--- src/rtl/if_pkg.sv ---
// Shared definitions for the instruction-fetch stage: FSM encoding, reset
// defaults and PC arithmetic helpers.
package if_pkg;

  localparam int unsigned XLEN = 32;

  typedef enum logic [1:0] {
    S_IDLE = 2'd0,
    S_REQ  = 2'd1,
    S_DROP = 2'd2,
    S_HOLD = 2'd3
  } if_state_e;

  localparam logic [XLEN-1:0] NOP_INSTR_DEF = 32'h0000_0000;
  localparam logic [XLEN-1:0] RESET_PC_DEF  = 32'h0000_0000;
  localparam logic [XLEN-1:0] PC_INC        = 32'd4;

  // Branch targets from ID may carry stray low bits; fetches are word aligned.
  function automatic logic [XLEN-1:0] align_pc(input logic [XLEN-1:0] pc);
    return {pc[XLEN-1:2], 2'b00};
  endfunction

endpackage

--- src/rtl/if_skid_buf.sv ---
// One-entry skid buffer: parks an instruction (and its pc+4) that returned
// from memory while ID was stalled.
module if_skid_buf
  import if_pkg::*;
(
  input  logic            clk,
  input  logic            rst_n,
  input  logic            load,
  input  logic            clear,
  input  logic [XLEN-1:0] wdata,
  input  logic [XLEN-1:0] wpc,
  output logic [XLEN-1:0] data,
  output logic [XLEN-1:0] pc,
  output logic            full
);

  // NOTE: the payload registers are reset along with the flag so no X can
  // ever leak into IF/ID, even though the flag alone marks validity.
  always_ff @(posedge clk or negedge rst_n) begin
    if (!rst_n) begin
      data <= '0;
      pc   <= '0;
      full <= 1'b0;
    end else if (clear) begin
      full <= 1'b0;
    end else if (load) begin
      data <= wdata;
      pc   <= wpc;
      full <= 1'b1;
    end
  end

endmodule

--- src/rtl/if_stage.sv ---
// Instruction-fetch stage: drives the instruction-memory handshake and the
// IF/ID register. Optional perf counters are enabled by IF_PERF_CNT_EN.
module if_stage
  import if_pkg::*;
#(
  parameter logic [31:0] RESET_PC  = RESET_PC_DEF,
  parameter logic [31:0] NOP_INSTR = NOP_INSTR_DEF
) (
  input  logic        clk,
  input  logic        rst_n,
  input  logic        stall_i,
  input  logic        redirect_i,
  input  logic [31:0] redirect_pc_i,
  output logic        imem_req_o,
  output logic [31:0] imem_addr_o,
  input  logic        imem_ready_i,
  input  logic [31:0] imem_rdata_i,
  output logic [31:0] instr_id_o,
  output logic [31:0] pc_id_o,
  output logic        valid_id_o
`ifdef IF_PERF_CNT_EN
  ,
  output logic [31:0] fetch_cnt_o,
  output logic [31:0] bubble_cnt_o
`endif
);

  if_state_e   state, state_next;
  logic [31:0] pc, pend_pc, pc_inc, target;
  logic        rsp_done, take, load_valid;
  logic        skid_load, skid_clear, skid_full;
  logic [31:0] skid_data, skid_pc;

  assign pc_inc   = pc + PC_INC;
  assign target   = align_pc(redirect_pc_i);
  assign rsp_done = imem_req_o && imem_ready_i;
  // A response is only useful in S_REQ and when not overridden by a redirect.
  assign take       = (state == S_REQ) && imem_ready_i && !redirect_i;
  assign skid_load  = take && stall_i;
  assign skid_clear = redirect_i || ((state == S_HOLD) && !stall_i);
  assign load_valid = !redirect_i && !stall_i && (take || (state == S_HOLD));

  assign imem_addr_o = pc;

  // State register.
  // NOTE: every clocked block uses non-blocking assignments so all registers
  // sample the same pre-edge values regardless of evaluation order.
  always_ff @(posedge clk or negedge rst_n) begin
    if (!rst_n) state <= S_IDLE;
    else        state <= state_next;
  end

  // Next-state logic.
  // NOTE: state_next gets a default before the case so no path leaves it
  // unassigned, which would otherwise infer a latch.
  always_comb begin
    state_next = state;
    unique case (state)
      S_IDLE: state_next = S_REQ;
      S_REQ: begin
        if (redirect_i && !imem_ready_i)                 state_next = S_DROP;
        else if (imem_ready_i && !redirect_i && stall_i) state_next = S_HOLD;
      end
      S_DROP: if (imem_ready_i)             state_next = S_REQ;
      S_HOLD: if (redirect_i || !stall_i)   state_next = S_REQ;
      default: state_next = S_IDLE;
    endcase
  end

  // Output logic: a request is outstanding in S_REQ and S_DROP.
  always_comb begin
    imem_req_o = (state == S_REQ) || (state == S_DROP);
  end

  // Fetch PC and pending redirect target. The address only moves once the
  // outstanding request completes, keeping imem_addr_o stable meanwhile.
  always_ff @(posedge clk or negedge rst_n) begin
    if (!rst_n) begin
      pc      <= RESET_PC;
      pend_pc <= '0;
    end else if (redirect_i) begin
      if (imem_req_o && !imem_ready_i) pend_pc <= target;
      else                             pc      <= target;
    end else if (rsp_done) begin
      pc <= (state == S_DROP) ? pend_pc : pc_inc;
    end
  end

  // IF/ID register: redirect squashes, stall holds, otherwise load a fresh
  // response, drain the skid buffer, or insert a bubble.
  always_ff @(posedge clk or negedge rst_n) begin
    if (!rst_n) begin
      instr_id_o <= NOP_INSTR;
      pc_id_o    <= '0;
      valid_id_o <= 1'b0;
    end else if (redirect_i) begin
      instr_id_o <= NOP_INSTR;
      valid_id_o <= 1'b0;
    end else if (!stall_i) begin
      if (take) begin
        instr_id_o <= imem_rdata_i;
        pc_id_o    <= pc_inc;
        valid_id_o <= 1'b1;
      end else if (state == S_HOLD) begin
        instr_id_o <= skid_data;
        pc_id_o    <= skid_pc;
        valid_id_o <= skid_full;
      end else begin
        instr_id_o <= NOP_INSTR;
        valid_id_o <= 1'b0;
      end
    end
  end

  if_skid_buf u_skid (
    .clk   (clk),
    .rst_n (rst_n),
    .load  (skid_load),
    .clear (skid_clear),
    .wdata (imem_rdata_i),
    .wpc   (pc_inc),
    .data  (skid_data),
    .pc    (skid_pc),
    .full  (skid_full)
  );

`ifdef IF_PERF_CNT_EN
  always_ff @(posedge clk or negedge rst_n) begin
    if (!rst_n) begin
      fetch_cnt_o  <= '0;
      bubble_cnt_o <= '0;
    end else begin
      if (load_valid)  fetch_cnt_o  <= fetch_cnt_o + 32'd1;
      if (!valid_id_o) bubble_cnt_o <= bubble_cnt_o + 32'd1;
    end
  end
`else
  logic unused_perf;
  assign unused_perf = load_valid;
`endif

endmodule

--- config.mk ---
export PLATFORM = sky130hd
export DESIGN_NAME = if_stage
export DESIGN_NICKNAME = d
export VERILOG_FILES = /design/src/rtl/if_pkg.sv /design/src/rtl/if_skid_buf.sv /design/src/rtl/if_stage.sv
export SDC_FILE = /design/constraint.sdc
export NUM_CORES = 1
export LEC_CHECK = 0
export ABC_CLOCK_PERIOD_IN_PS = 2300
export CAP_MARGIN = 20
export CORE_MARGIN = 5
export CORE_UTILIZATION = 25
export CTS_BUF_LIST = sky130_fd_sc_hd__clkbuf_8
export CTS_CLUSTER_DIAMETER = 30
export DETAILED_ROUTE_END_ITERATION = 6
export PLACE_DENSITY = 0.54
export SYNTH_ARGS = -nofsm -noshare
export SYNTH_HDL_FRONTEND = slang
export SYNTH_SLANG_ARGS = --single-unit
--- constraint.sdc ---
create_clock -name clk -period 2.3 [get_ports clk]
set_input_delay 0.46 -clock clk [delete_from_list [all_inputs] [get_ports clk]]
set_output_delay 0.46 -clock clk [all_outputs]
set_load 0.02 [all_outputs]
# --- Word level (Yosys, flattened, before mapping) ---
# Index checks and enable logic that the tools add are counted.
word_totals:
  out_inout_bits: 98
  register_bits: 194
  inputBits: 69
  romBits: 0
  mem_bits_rw: 0
  latchBits: 0
  word_cells: 66
  memories: 0
op_classes:
  n_reduce_logical: 24
  multipliers: 0
  eq_ne: 8
  order_cmp: 0
  div_mod_pow: 0
  muxes: 21
  n_addsub: 1
  bitwise_logic: 3
  shifts: 0
ops:
  columns: ["cell", "n"]
  rows:
  - ["32-bit two-way mux", 10]
  - ["32-bit by 3-bit adder with 32-bit output, second input constant", 1]
  - ["1-bit logical AND", 9]
  - ["2-bit two-way mux", 4]
  - ["2-bit case mux with 4 select lines", 1]
  - ["1-bit two-way mux", 6]
  - ["2-bit AND reduction", 3]
  - ["3-bit AND reduction", 2]
  - ["2-bit nonzero test", 3]
  - ["2-bit == test, second input constant", 2]
  - ["2-bit by 1-bit inequality test with 1-bit output, second input constant", 2]
  - ["2-bit inequality test, second input constant", 2]
  - ["1-bit logical NOT", 3]
  - ["1-bit logical OR", 3]
  - ["3-bit inequality test, second input constant", 1]
  - ["1-bit inverter", 3]
  - ["2-bit by 1-bit == test with 1-bit output, second input constant", 1]
  - ["2-bit logical NOT", 1]

# --- Depth between registers and ports, before layout ---
logic_depth:
  ltp_word: 6
  depth_mapped: 9
  mapped_depth_nobuf: 7

# --- Cells and area by module ---
# A second synthesis with hierarchy kept.
hier_totals:
  hier_cells: 966
  area_unflattened_um2: 9843.2
modules_own_cells:
  columns: ["module", "instances", "seq_area_each_um2", "cells_per_inst", "area_each_um2"]
  rows:
  - ["if_stage", 1, 3178.0, 827, 7109.3]
  - ["if_skid_buf", 1, 1626.6, 139, 2733.9]

# --- Least setup slack after synthesis ---
# Ideal clock, no wire load.
synth_timing:
  path_type: "reg-to-reg"
  startpoint: "reg pc[2], in the netlist imem_addr_o[2]"
  endpoint: "reg pc[16], in the netlist imem_addr_o[16]"
  setup_slack_ns: 0.222
  required_time_ns: 2.174
  n_path_buf: 1
  setup_time_ns: 0.126
  stages_incl_launch_ff: 8
  synth_period_minus_slack_ns: 2.078
  t_arrival_ns: 1.952
  cell_sequence: "dfrtp_1 ha_1 and4_1 clkbuf_1 nand4_1 xor2_1 o21ai_0 a221o_1"
synth_via:
  elab_chain_cells: 4
synth_lines:
  columns: ["element", "line", "source"]
  rows:
  - ["from (decl)", "if_stage.sv:29", "logic [31:0] pc, pend_pc, pc_inc, target;"]
  - ["from (signal assigned)", "if_stage.sv:83", "else pc <= target;"]
  - ["from (signal assigned)", "if_stage.sv:85", "pc <= (state == S_DROP) ? pend_pc : pc_inc;"]
  - ["32-bit by 3-bit adder with 32-bit output", "if_stage.sv:34", "assign pc_inc = pc + PC_INC;"]
  - ["32-bit two-way mux", "if_stage.sv:85", null]
  - ["32-bit two-way mux", "if_stage.sv:84", "end else if (rsp_done) begin"]
  - ["32-bit two-way mux", "if_stage.sv:81", "end else if (redirect_i) begin"]
# Every way passes these cells. The select of a mux whose other input is x is not followed.
# A chain may end at the register's enable or synchronous reset.

# --- Worst setup path in the final report ---
layout_timing:
  startpoint: "reg state[0]"
  endpoint: "out imem_req_o"
layout_via:
  elab_chain_cells: 2
  word_cells_on_any_way: 3
  classes_between: "eq/ne: 2; reduce/logical: 1"
layout_lines:
  columns: ["element", "line", "source"]
  rows:
  - ["from (decl)", "if_stage.sv:28", "if_state_e state, state_next;"]
  - ["from (signal assigned)", "if_stage.sv:50", "else state <= state_next;"]
  - ["2-bit by 1-bit == test with 1-bit output / 2-bit == test (equally long branches)", "if_stage.sv:72", "imem_req_o = (state == S_REQ) || (state == S_DROP);"]
  - ["1-bit logical OR *", "if_stage.sv:72", null]
  - ["to (decl)", "if_stage.sv:14", "output logic imem_req_o,"]
# Mark *: on every way between the ends. The rest lies on a longest branch, timed or not.

==> run metrics <==
Hold Fails Final Rpt=0; core footprint=around 0.036 mm^2; area delta synth->final=30.64%; fin util=between 30% and 40%; Max-cap violations=0; Ys Warns=0; Clock Tree Root=clkbuf_8; Sequential Power Share=around two fifths; r2r worst-path depth=6; Reg-to-Reg Start=imem_addr_o[3]; CTS tree=built; DP HPWL=19.69 mm; maximum vdd drop=542.0 uV; drt via density=just under 5; die height=200.8 um; Pwr Total=between 10 and 15 mW; Clock Path Buffers=2; period utilisation layout=95.48%; htree depth=4; Seq/Total Area, Yosys=approximately half; antenna-violating nets left=0; CP required=1.84 ns; pwr/cell area=1256 mW/mm^2; syn avg cell area=between 9 and 10 um^2; crit start category=flip-flop; Pint=slightly below 9 mW; final slew viol count=0; Die Wd=about 200 um; RSZ-0062 raised after global routing=false; first-pass GRT wire length=43.63 mm; Inserted Clock Buffers=17; WHS Path Cells=3; placed inst area=between 0.01 and 0.015 mm^2; pin count of the biggest net entering global routing=68; fmax=0.4554 GHz; first drt pass iteration count=4; post-route cell area=about 0.012 mm^2; Worst-Skew Late Latency=between 0.4 and 0.5 ns; vias in the first global route=about 7400; Yosys cell types=between 50 and 60; DR iter-0 viols=between 400 and 500; share of cells above drive strength 1=between 10 and 15%; status=finished clean; Initial Utilization=25.45%; Clk network pwr share=about 16%; initial antenna violation count=0; Hold Crit Class=input pin to flip-flop; synthesized cell area=slightly above 0.009 mm^2; clk slew on worst S/H paths=0.11 ns; min Tclk post-route=2.196 ns; CP Data Arrival Time=1.74 ns; Post-synth top cells=dfrtp_1 (188), a21oi_1 (109), nand2_1 (96), nor2_1 (86), mux2_2 (69); Ant. Diodes=0; worst setup path class=flip-flop to output pin; sw frac=40.27%; FF-to-FF End=imem_addr_o[16]; total grt overflow=0; Rel. slew slack=about 53%; post-synth top area share=roughly half; Post-Syn Instances=around 950; Total GRT Usage=a little over an eighth; FP Rows=roughly 70; Die Footprint=just over 0.04 mm^2; Synth async-reset ratio=100.0%; post-synth top area cell=dfrtp_1; Setup violations, final=0; logic gate share of total power=a little under half; clock skew=0.01496 ns; main area contributors after synthesis=dfrtp_1 (52%), mux2_2 (8.5%), a21oi_1 (6.0%); FF+latch count, synth=around 190; worst-path fanout max=4; min-delay src=stall_i; Sw Pwr=about 6.0 mW; setup tns final=0 ns; drt total wl=about 28 mm; Setup crit end kind=output pin; Setup Buffers After CTS=0; Reg2Reg Setup Slack=0.15 ns; DR vias=about 7700; Worst Hold End=u_skid.pc[26]; RePlAce Congestion=about 0.76; WL/cell=roughly 18 um; Port Buffers=160; DRC Markers=0; most frequent cell after synthesis=dfrtp_1; clock sinks=188; ys flop type=dfrtp_1; Pleak=between 4 and 5 nW; nets@finish=1174; IO Pins=around 170; Worst Tran Pin Value=roughly 0.71 ns; Post-synth EDFFs=0
==> logic make-up (layout without fill, tap and decap cells) <==
| family | after synthesis | after routing | synth area share (%) |
|---|---|---|---|
| multiplexers | 74 | 74 | 9.091 |
| AND/OR/NAND/NOR | 311 | 311 | 16.17 |
| buffers and inverters | 90 | 255 | 3.988 |
| AO/OA/AOI/OAI | 260 | 260 | 16.71 |
| flip-flops | 188 | 188 | 51.71 |
| other | 1 | 4 | 0.04122 |
| adder cells (fa/ha/maj) | 4 | 4 | 0.5502 |
| XOR/XNOR | 18 | 18 | 1.733 |
==> cell usage in the layout, fill, tap and decap left out, types with 4 or more instances in the layout <==
cell type        Yosys  layout
a2bb2oi_1            5       5
clkbuf_8             0      20
and4_1               6       6
ha_1                 4       4
nor2_1              86      85
buf_4                4      38
a21oi_1            109     109
inv_6                0       4
o22ai_1             18      18
mux2i_1              5       4
a221o_1              4       4
o21ai_0             59      59
xnor2_1             12      12
o22a_1               6       6
nand4_1              6       6
and3_1              11      11
o21ai_1              5       4
nand3_1             47      47
dfrtp_1            188     188
nor3_1              33      32
o31ai_1              8       8
o31a_1               4       4
nand2_1             96      95
and2_1               4       4
clkdlybuf4s50_1      0     156
buf_12               0      10
a31oi_1             13      13
a21o_1               4       4
o211ai_1             5       5
xor2_1               6       6
conb_1               1       4
nor4_1               6       6
inv_1               14      16
mux2_2              69      69
a211oi_1             4       4
==> worst max path at each step <==
| stage | startpoint | to | slack, ns | cells past startpoint |
|---|---|---|---|---|
| after global routing | imem_addr_o[3] | imem_addr_o[16] | 0.009 | 6 |
| after global placement | imem_ready_i | pc_id_o[12] | 0.06 | 6 |
| final | state[0] | imem_req_o | 0.10 | 4 |
| after floorplan | imem_addr_o[2] | imem_addr_o[16] | 0.22 | 7 |
| after detailed placement | imem_ready_i | pc_id_o[12] | 0.02 | 6 |
| after CTS | state[0] | imem_req_o | 0.04 | 4 |
==> power by group through the flow <==
stage / Combinational [mW] / Sequential, mW / Clock, mW
4_1_cts: 7.03 / 5.69 / 2.40
2_1_floorplan: 3.36 / 6.27 / 0
3_5_place_dp: 7.01 / 5.76 / 0
5_1_grt: 7.59 / 5.87 / 2.52
6_report: 6.94 / 5.68 / 2.31
3_3_place_gp: 6.93 / 5.70 / 0
==> routing by layer <==
| metal | GRT usage, % | share of wire, % |
|---|---|---|
| met1 | 20.23 | 50 |
| met2 | 19.78 | 43 |
| met3 | 3.538 | 6.5 |
| met4 | 2.212 | 0.64 |
| met5 | 0 | 0 |
==> cell type report <==
| class | count | area, um^2 |
|---|---|---|
| Clock buffer | 19 | 261.5 |
| Clock inverter | 13 | 140.1 |
| Fill cell | 3715 | 23860 |
| Inverter | 14 | 52.55 |
| Multi-Input combinational cell | 671 | 4059 |
| Sequential cell | 188 | 4705 |
| Tap cell | 461 | 576.8 |
| Timing Repair Buffer | 209 | 2091 |
==> per-stage QoR <==
stage	cells	hold slack, ns	setup WS (ns)
floorplan	949	0.1644	0.2223
global placement	1542	0.4621	0.05805
detailed placement	1542	0.4695	0.02325
CTS	1575	0.3785	0.03984
global route	1575	0.3951	0.009028
finish	1575	0.4295	0.1040
==> sequential cells by signal, summed over array words and instances (netlist names) <==
signal and count:
imem_addr_o 30, u_skid.data 32, u_skid.full 1, state 2, pend_pc 30, pc_id_o 30
valid_id_o 1, instr_id_o 32, u_skid.pc 30
==> what timing repair did <==
item	4_1_cts	5_1_grt
hold endpoints to repair	53	0
gates resized for setup	1	1
hold buffers	1	0
setup endpoints to repair	1	1
==> worst max-delay path, cell delays in order, from the launching register on <==
cell	delay (ns)
dfrtp_1	0.39
inv_1	0.07
ha_1	0.37
inv_1	0.14
clkdlybuf4s15_1	0.32
(Power assumes the default switching activity.)
